[config.mk]
export PLATFORM = sky130hd
export DESIGN_NAME = alu_issue
export DESIGN_NICKNAME = d
export VERILOG_FILES = /design/src/rtl/riscv_pkg.sv /design/src/rtl/fwd_mux.sv /design/src/rtl/alu_issue.sv
export SDC_FILE = /design/constraint.sdc
export NUM_CORES = 1
export LEC_CHECK = 0
export BUFFER_PORTS_ARGS = -buffer_cell sky130_fd_sc_hd__buf_4
export CAP_MARGIN = 20
export CORE_UTILIZATION = 50
export CTS_BUF_LIST = sky130_fd_sc_hd__clkbuf_8
export DETAILED_ROUTE_END_ITERATION = 12
export PLACE_DENSITY_LB_ADDON = 0.2
export SLEW_MARGIN = 20
export SYNTH_ARGS = -nofsm -noshare
export SYNTH_HDL_FRONTEND = slang
export SYNTH_HIERARCHICAL = 1
export SYNTH_SLANG_ARGS = --single-unit
[constraint.sdc]
create_clock -name clk -period 4.9 [get_ports clk]
set_clock_uncertainty 0.05 [all_clocks]
set_input_delay 0.98 -clock clk [delete_from_list [all_inputs] [get_ports clk]]
set_output_delay 0.98 -clock clk [all_outputs]
set_load 0.01 [all_outputs]
[src/rtl/riscv_pkg.sv]
// Shared core-wide definitions: datapath widths and ALU opcode encodings.
package riscv_pkg;

    localparam int XLEN = 32;
    localparam int RW   = 5;

    localparam logic [3:0] ALU_AND = 4'b0000;
    localparam logic [3:0] ALU_OR  = 4'b0001;
    localparam logic [3:0] ALU_ADD = 4'b0010;
    localparam logic [3:0] ALU_SUB = 4'b0110;
    localparam logic [3:0] ALU_SLT = 4'b0111;
    localparam logic [3:0] ALU_NOR = 4'b1100;

endpackage

[src/rtl/fwd_mux.sv]
// Operand forwarding select: the MEM result beats the WB result, and x0 never forwards.
module fwd_mux #(
    parameter int XLEN = 32,
    parameter int RW   = 5
) (
    input  logic [RW-1:0]   src,
    input  logic [XLEN-1:0] v,
    input  logic            mem_en,
    input  logic [RW-1:0]   mem_rd,
    input  logic [XLEN-1:0] mem_data,
    input  logic            wb_en,
    input  logic [RW-1:0]   wb_rd,
    input  logic [XLEN-1:0] wb_data,
    output logic [XLEN-1:0] value
);

    always_comb begin
        value = v;
        if (src != '0) begin
            if (mem_en && (mem_rd == src)) begin
                value = mem_data;
            end else if (wb_en && (wb_rd == src)) begin
                value = wb_data;
            end
        end
    end

endmodule

[src/rtl/alu_issue.sv]
// One-deep ID/EX slot. It holds a decoded instruction and drives forwarded operands into the ALU.
module alu_issue
    import riscv_pkg::*;
#(
    parameter int XLEN = riscv_pkg::XLEN,
    parameter int RW   = riscv_pkg::RW
) (
    input  logic            clk,
    input  logic            rst,
    input  logic            in_valid,
    output logic            in_ready,
    input  logic [RW-1:0]   in_rs1,
    input  logic [RW-1:0]   in_rs2,
    input  logic [XLEN-1:0] in_rs1_data,
    input  logic [XLEN-1:0] in_rs2_data,
    input  logic [XLEN-1:0] in_imm,
    input  logic            in_use_imm,
    input  logic [3:0]      in_alu_control,
    input  logic [RW-1:0]   in_rd,
    input  logic            in_reg_write,
    input  logic            flush,
    input  logic            mem_fwd_en,
    input  logic [RW-1:0]   mem_fwd_rd,
    input  logic [XLEN-1:0] mem_fwd_data,
    input  logic            wb_fwd_en,
    input  logic [RW-1:0]   wb_fwd_rd,
    input  logic [XLEN-1:0] wb_fwd_data,
    output logic            out_valid,
    input  logic            out_ready,
    output logic [XLEN-1:0] alu_a,
    output logic [XLEN-1:0] alu_b,
    output logic [3:0]      alu_control,
    output logic [RW-1:0]   out_rd,
    output logic            out_reg_write,
    output logic [XLEN-1:0] out_store_data
);

    logic            valid_q;
    logic [RW-1:0]   rs1_q;
    logic [RW-1:0]   rs2_q;
    logic [XLEN-1:0] op1_q;
    logic [XLEN-1:0] op2_q;
    logic [XLEN-1:0] imm_q;
    logic            use_imm_q;
    logic [3:0]      ctl_q;
    logic [RW-1:0]   rd_q;
    logic            rw_q;

    logic            accept;
    logic            stall;
    logic [XLEN-1:0] fwd1;
    logic [XLEN-1:0] fwd2;

    assign in_ready = !valid_q || out_ready;
    assign accept   = in_valid && in_ready && !flush;
    assign stall    = valid_q && !out_ready;

    fwd_mux #(.XLEN(XLEN), .RW(RW)) u_fwd_rs1 (
        .src      (rs1_q),
        .v        (op1_q),
        .mem_en   (mem_fwd_en),
        .mem_rd   (mem_fwd_rd),
        .mem_data (mem_fwd_data),
        .wb_en    (wb_fwd_en),
        .wb_rd    (wb_fwd_rd),
        .wb_data  (wb_fwd_data),
        .value    (fwd1)
    );

    fwd_mux #(.XLEN(XLEN), .RW(RW)) u_fwd_rs2 (
        .src      (rs2_q),
        .v        (op2_q),
        .mem_en   (mem_fwd_en),
        .mem_rd   (mem_fwd_rd),
        .mem_data (mem_fwd_data),
        .wb_en    (wb_fwd_en),
        .wb_rd    (wb_fwd_rd),
        .wb_data  (wb_fwd_data),
        .value    (fwd2)
    );

    always_ff @(posedge clk or posedge rst) begin
        if (rst) begin
            valid_q <= 1'b0;
        end else if (flush) begin
            valid_q <= 1'b0;
        end else if (accept) begin
            valid_q <= 1'b1;
        end else if (out_ready) begin
            valid_q <= 1'b0;
        end
    end

    // While stalled, captured forwards are written back so a producer that retires mid-stall is not lost.
    always_ff @(posedge clk or posedge rst) begin
        if (rst) begin
            rs1_q     <= '0;
            rs2_q     <= '0;
            op1_q     <= '0;
            op2_q     <= '0;
            imm_q     <= '0;
            use_imm_q <= 1'b0;
            ctl_q     <= ALU_AND;
            rd_q      <= '0;
            rw_q      <= 1'b0;
        end else if (accept) begin
            rs1_q     <= in_rs1;
            rs2_q     <= in_rs2;
            op1_q     <= in_rs1_data;
            op2_q     <= in_rs2_data;
            imm_q     <= in_imm;
            use_imm_q <= in_use_imm;
            ctl_q     <= in_alu_control;
            rd_q      <= in_rd;
            rw_q      <= in_reg_write;
        end else if (stall) begin
            op1_q     <= fwd1;
            op2_q     <= fwd2;
        end
    end

    assign out_valid      = valid_q;
    assign alu_a          = fwd1;
    assign alu_b          = use_imm_q ? imm_q : fwd2;
    assign alu_control    = ctl_q;
    assign out_rd         = rd_q;
    assign out_reg_write  = rw_q;
    assign out_store_data = fwd2;

endmodule

==> impl_metrics.py, run 1 <==
metrics = {
    "yosys": {
        "synth_top_family_by_area": "multiplexers",
        "synth_compound_area_share_pct": 23.3,
        "synth_xor_area_share_pct": 2.35,
        "yosys.area_share.adder_pct": 0,
        "synthCells": 629,
        "synth_nets": 827,
        "synth.avg_cell_area_um2": 11.9,
        "synth_seq_cells": 118,
        "synthMuxAreaShare_pct": 24.0,
        "ys_seq_area_share_pct": 39.6,
        "synthSimpleGateAreaFrac_pct": 4.88,
        "synthesis.area_mm2": 0.00745,
        "ys_types": 31,
        "yosys_warnings": 6,
    },
    "route": {
        "drc": 0,
        "wl_per_cell_um": 21.0,
        "routed_via_density": 5.78,
        "first_iter_violations": 339,
        "drtAntennaViolNets": 0,
        "first_pass_iters": 5,
        "drt-total-wl_um": 23300,
        "vias": 6398,
    },
    "pwr": {
        "power.density_mw_per_mm2": 373,
        "p_int_w": 0.00260,
        "p_sw_w": 0.00118,
        "switching_share_pct": 31.3,
        "clockPowerShare_pct": 26.5,
        "combPwrFrac_pct": 38.5,
        "peakVddDrop_uv": 234,
        "seq_power_share_pct": 35.0,
        "total_power_w": 0.00378,
        "p_leak_nw": 4.60,
    },
    "global_routing": {
        "gr-total-overflow": 0,
        "grt_pass1_vias": 6559,
        "grt_start_max_net_pins": 94,
        "grt_usage_pct": 29.9,
        "grt_pass1_wl_um": 34100,
        "antenna_found_initial": 0,
    },
    "floorplanning": {
        "initial_core_util_pct": 51.3,
        "die_y_um": 124,
        "die_area_mm2": 0.0154,
        "core_mm2": 0.0145,
        "dieWidth_um": 124,
        "ioPinCount": 306,
        "row_count": 44,
    },
    "critical_path": {
        "worstPathArrival_ns": 3.41,
        "r2r_setup_slack_ns": 2.04,
        "r2r-start": "rs2_q[4]$_DFFE_PP0P_",
        "startpoint_type": "primary input",
        "worstRegToRegCells": 8,
        "worstPathMaxFanout": 18,
        "crit_required_ns": 3.87,
        "cp-end-kind": "output port",
        "critical_path_class": "in -> out",
        "rr_endpoint": "op2_q[31]$_DFFE_PP0P_",
    },
    "clocking": {
        "cts_resized": 0,
        "clkTransAtPathRegs_ns": 0.07,
        "clkSinkCount": 118,
        "clk_latency_ns": 0.45,
        "cts_tree": "built",
        "clk_path_buf_depth": 2,
        "h-tree-depth": 4,
        "postCtsHoldBufs": 0,
        "cts_made_buffers": 17,
        "post_cts_buffers": 0,
        "cts_root_buffer": "clkbuf_8",
    },
    "final_layout": {
        "nets": 1107,
        "syn_to_final_growth_pct": 36.0,
        "design_area_mm2": 0.0101,
        "final_core_util_pct": 69.8,
        "drive_above_1_share_pct": 54.4,
        "n_antenna_cell": 0,
    },
    "timing": {
        "setup_tns_ns": 0,
        "setup_viol": 0,
        "min_period_ns": 4.44,
        "tightest_slew_ns": 1.07,
        "rsz0062_at_grt": "no",
        "period_share_pct": 90.7,
        "max_freq_ghz": 0.225,
        "setup_slack_ns": 0.457,
        "maxSlewViolCount": 0,
        "finalHoldViolCount": 0,
        "slew_headroom_pct": 28.5,
    },
    "place": {
        "dpl_cell_area_mm2": 0.00969,
        "port_buffers": 305,
        "globalplace.congestion": 0.859,
        "dp_hpwl_um": 16500,
        "pre_cts_ws_ns": 0.528,
    },
    "min_path": {
        "hp-class": "reg -> reg",
        "hold_depth": 1,
        "min_to": "imm_q[27]$_DFFE_PP0P_",
        "hold_start": "imm_q[27]$_DFFE_PP0P_",
    },
    "run": {
        "maxCapViolations": 0,
    },
    "outcome": {
        "status": "finished, final reports clean",
    },
}
## worst max-delay path: stages
cell       delay (ns)
buf_4            0.12
xnor2_1          0.20
nand4_1          0.23
or3_1            0.71
a21boi_4         0.25
buf_4            0.33
a2bb2oi_1        0.29
mux2_1           0.18
buf_4            0.12
## synthesized netlist by cell type, drive strengths merged
cell | instances | share of area, %
a21boi | 2 | 0.50
a21oi | 65 | 4.4
a2bb2oi | 62 | 12
and2 | 3 | 0.29
buf | 27 | 4.2
clkbuf | 31 | 1.6
dfrtp | 118 | 40
inv | 4 | 0.20
mux2 | 85 | 15
mux2i | 64 | 8.6
nand2 | 4 | 0.20
nand2b | 1 | 0.18
nand4 | 2 | 0.17
nor2 | 66 | 3.3
nor2b | 1 | 0.084
nor3 | 2 | 0.13
nor4 | 2 | 0.34
o22ai | 64 | 5.4
o2bb2a | 2 | 0.27
o311ai | 2 | 0.44
or3 | 2 | 0.17
xnor2 | 10 | 1.2
xor2 | 10 | 1.2
## routing by layer
metal,vias to the layer above,wire length [µm],track usage [%]
li1,2913,-,-
met1,3122,8880,33.8
met2,298,11800,51.6
met3,65,1800,8.47
met4,0,799,14.4
met5,-,0,0
## worst max path at each step
stage / startpoint / to / slack, ns / cells after the start
2_1_floorplan: rst / alu_control[0]$_DFFE_PP0P_ / 0.74 / 1
3_3_place_gp: mem_fwd_rd[3] / alu_b[31] / 0.62 / 9
3_5_place_dp: mem_fwd_rd[4] / alu_b[31] / 0.53 / 9
4_1_cts: mem_fwd_rd[4] / alu_b[31] / 0.52 / 9
5_1_grt: mem_fwd_rd[4] / alu_b[31] / 0.34 / 9
6_report: mem_fwd_rd[4] / alu_b[31] / 0.46 / 9
## metrics by stage
step                hold slack [ns]  instances
CTS                           0.440       1106
global route                  0.458       1106
detailed placement            0.424       1074
finish                        0.438       1106
floorplan                     0.402        629
global placement              0.411       1074
## flip-flops by register name, summed over array words and instances, names as in the netlist
signal and cells:
imm_q 32, op1_q 32, op2_q 32, out_rd 5, rs1_q 5, rs2_q 5, alu_control 4, out_reg_write 1
out_valid 1, use_imm_q 1
## layout make-up
cell class                      instances  area (µm²)
Clock buffer                           24         330
Clock inverter                          8         119
Fill cell                            1098        4390
Inverter                                4        17.5
Multi-Input combinational cell        449        4090
Sequential cell                       118        2950
Tap cell                              184         230
Timing Repair Buffer                  319        2400
## power by group through the flow
stage                     Clock, W  Sequential, W  Combinational, W
after CTS                  0.00101        0.00132           0.00146
after floorplan                  0        0.00128          0.000875
final                      0.00100        0.00132           0.00145
after global routing       0.00106        0.00135           0.00156
after detailed placement         0        0.00134           0.00145
after global placement           0        0.00132           0.00142
## cells by family (layout without fill, tap and decap cells)
logic type             count (synthesis)  after routing
AO/OA/AOI/OAI                        197            197
XOR/XNOR                              20             20
buffers and inverters                 62            355
flip-flops                           118            118
multiplexers                         149            149
AND/OR/NAND/NOR                       83             83
## layout by cell type, fill, tap and decap left out
master / n
buf_4: 318
dfrtp_1: 117
nor2_1: 66
a21oi_1: 65
mux2i_1: 64
o22ai_1: 64
a2bb2oi_2: 60
mux2_4: 50
mux2_2: 29
clkbuf_8: 24
xor2_1: 10
xnor2_1: 10
mux2_1: 6
inv_1: 4
bufinv_16: 3
clkinvlp_4: 2
clkinv_2: 2
nor3_1: 2
nand2_2: 2
nand4_1: 2
or3_1: 2
nor4_2: 2
and2_0: 2
o311ai_4: 2
nand2_1: 2
a21boi_4: 2
o2bb2a_1: 2
a2bb2oi_1: 2
nand2b_4: 1
nor2b_4: 1
and2_4: 1
inv_4: 1
buf_6: 1
dfrtp_2: 1
Power figures use the tool's default switching activity.
==> run 2: changes to the inputs <==
Settings changed: CORE_MARGIN set to 5.
==> impl_metrics.py, run 2 (synthesis gave the netlist of run 1 again) <==
metrics = {
    "outcome": {
        "status": "finished, final reports clean",
    },
    "final_layout": {
        "final_core_util_pct": 69.0,
        "nets": 1107,
        "syn_to_final_growth_pct": 35.1,
        "layout_common_cells": "buf_4, dfrtp_1, nor2_1, a21oi_1",
        "n_fill_cell": 1101,
        "n_antenna_cell": 0,
        "top_regs": "imm_q (32), op1_q (32), op2_q (32)",
        "drive_above_1_share_pct": 54.6,
        "final_common_cell": "buf_4",
    },
    "clocking": {
        "h-tree-depth": 4,
        "cts_resized": 0,
        "cts_root_buffer": "clkbuf_8",
        "clkTransAtPathRegs_ns": 0.08,
        "clk_path_buf_depth": 2,
        "post_cts_buffers": 0,
        "cts_tree": "built",
        "clkSinkCount": 118,
        "clk_latency_ns": 0.45,
        "cts_made_buffers": 17,
        "postCtsHoldBufs": 0,
    },
    "critical_path": {
        "critical_path.cell_chain": "buf_4 -> xnor2_1 -> nand4_1 -> or3_1 -> buf_4 -> o22ai_1 -> a2bb2oi_2 -> mux2_1 -> buf_4",
        "critical_path_class": "in -> out",
        "cp-end-kind": "output port",
        "worstPathArrival_ns": 3.37,
        "cp_slowest_cell": "or3_1",
        "startpoint_type": "primary input",
        "worstPathMaxFanout": 18,
        "crit_required_ns": 3.87,
        "critical_path.most_common_cell": "buf_4",
        "slowest_delay_ns": 0.72,
    },
    "place": {
        "port_buffers": 305,
        "globalplace.congestion": 0.881,
        "dp_hpwl_um": 17500,
    },
    "route": {
        "routed_via_density": 5.77,
        "vias": 6378,
        "wl_per_cell_um": 21.7,
        "first_pass_iters": 5,
        "drc": 0,
        "drtAntennaViolNets": 0,
        "drt-total-wl_um": 24000,
        "first_iter_violations": 420,
    },
    "pwr": {
        "p_sw_w": 0.00122,
        "combPwrFrac_pct": 40.2,
        "power.density_mw_per_mm2": 362,
        "seq_power_share_pct": 36.3,
        "p_leak_nw": 4.55,
        "switching_share_pct": 33.6,
        "clockPowerShare_pct": 23.5,
        "p_int_w": 0.00242,
        "peakVddDrop_uv": 260,
    },
    "timing": {
        "maxSlewViolCount": 0,
        "setup_viol": 0,
        "slew_headroom_pct": 29.5,
        "setup_tns_ns": 0,
        "min_period_ns": 4.40,
        "max_freq_ghz": 0.227,
        "rsz0062_at_grt": "no",
        "period_share_pct": 89.8,
        "tightest_slew_ns": 1.06,
        "finalHoldViolCount": 0,
    },
    "global_routing": {
        "grt_pass1_wl_um": 37400,
        "grt_start_max_net_pins": 80,
        "grt_pass1_vias": 6793,
        "gr-total-overflow": 0,
        "grt_usage_pct": 26.8,
        "antenna_found_initial": 0,
    },
    "floorplanning": {
        "initial_core_util_pct": 51.1,
        "row_count": 44,
        "die_area_mm2": 0.0175,
        "dieWidth_um": 132,
        "die_y_um": 132,
        "ioPinCount": 306,
        "core_mm2": 0.0146,
    },
    "min_path": {
        "hp-class": "reg -> reg",
    },
    "run": {
        "maxCapViolations": 0,
    },
}
## run 2: layout make-up
type | count | area [µm²] | area share [%]
multi-input combinational | 449 | 4090 | 40.6
sequential | 118 | 2950 | 29.3
timing repair buffer | 319 | 2400 | 23.8
clock buffer | 18 | 248 | 2.46
tap | 184 | 230 | 2.29
clock inverter | 14 | 129 | 1.28
inverter | 4 | 17.5 | 0.174
## run 2: worst paths after layout
| kind | from | to | slack (ns) | cells past startpoint |
|---|---|---|---|---|
| max | mem_fwd_rd[1] | alu_b[1] | 0.50 | 9 |
| min | imm_q[25]$_DFFE_PP0P_ | imm_q[25]$_DFFE_PP0P_ | 0.44 | 1 |
| max reg2reg | rs2_q[1]$_DFFE_PP0P_ | op2_q[31]$_DFFE_PP0P_ | 2.09 | 8 |
| min reg2reg | imm_q[25]$_DFFE_PP0P_ | imm_q[25]$_DFFE_PP0P_ | 0.44 | 1 |
| max in group asynchronous | rst | op2_q[16]$_DFFE_PP0P_ | 3.24 | 3 |
| min in group asynchronous | rst | imm_q[5]$_DFFE_PP0P_ | 0.58 | 2 |
## run 2: per-layer routing
layer	track usage [%]	part of all wire, %
met3	8.47	7.7
met1	31.9	39
met5	0	0
met4	11.7	3.8
met2	44.6	50
## run 2: critical path: cells and delay by family
kind | cells | cell delay, ns
and+or+nand+nor | 2 | 0.94
buffers and inverters | 3 | 0.64
AOI/OAI and AO/OA | 2 | 0.33
muxes | 1 | 0.31
xor gates and xnor gates | 1 | 0.17
## run 2: stage by stage
stage                     hold slack, ns  instances  area, µm²  power [W]  worst slack, ns
after floorplan                    0.402        629       7450    0.00216            0.741
after global placement             0.414       1074       9690    0.00276            0.651
after detailed placement           0.426       1074       9690    0.00281            0.548
after CTS                          0.446       1106      10100    0.00367            0.534
after global routing               0.468       1106      10100    0.00382            0.426
final                              0.445       1106      10100    0.00364            0.499
## run 2: power groups by stage
stage | Clock (W) | Combinational, W | Sequential (W)
floorplan | 0 | 0.000875 | 0.00128
global placement | 0 | 0.00144 | 0.00132
detailed placement | 0 | 0.00147 | 0.00134
CTS | 0.000869 | 0.00148 | 0.00132
global route | 0.000912 | 0.00156 | 0.00134
finish | 0.000854 | 0.00146 | 0.00132
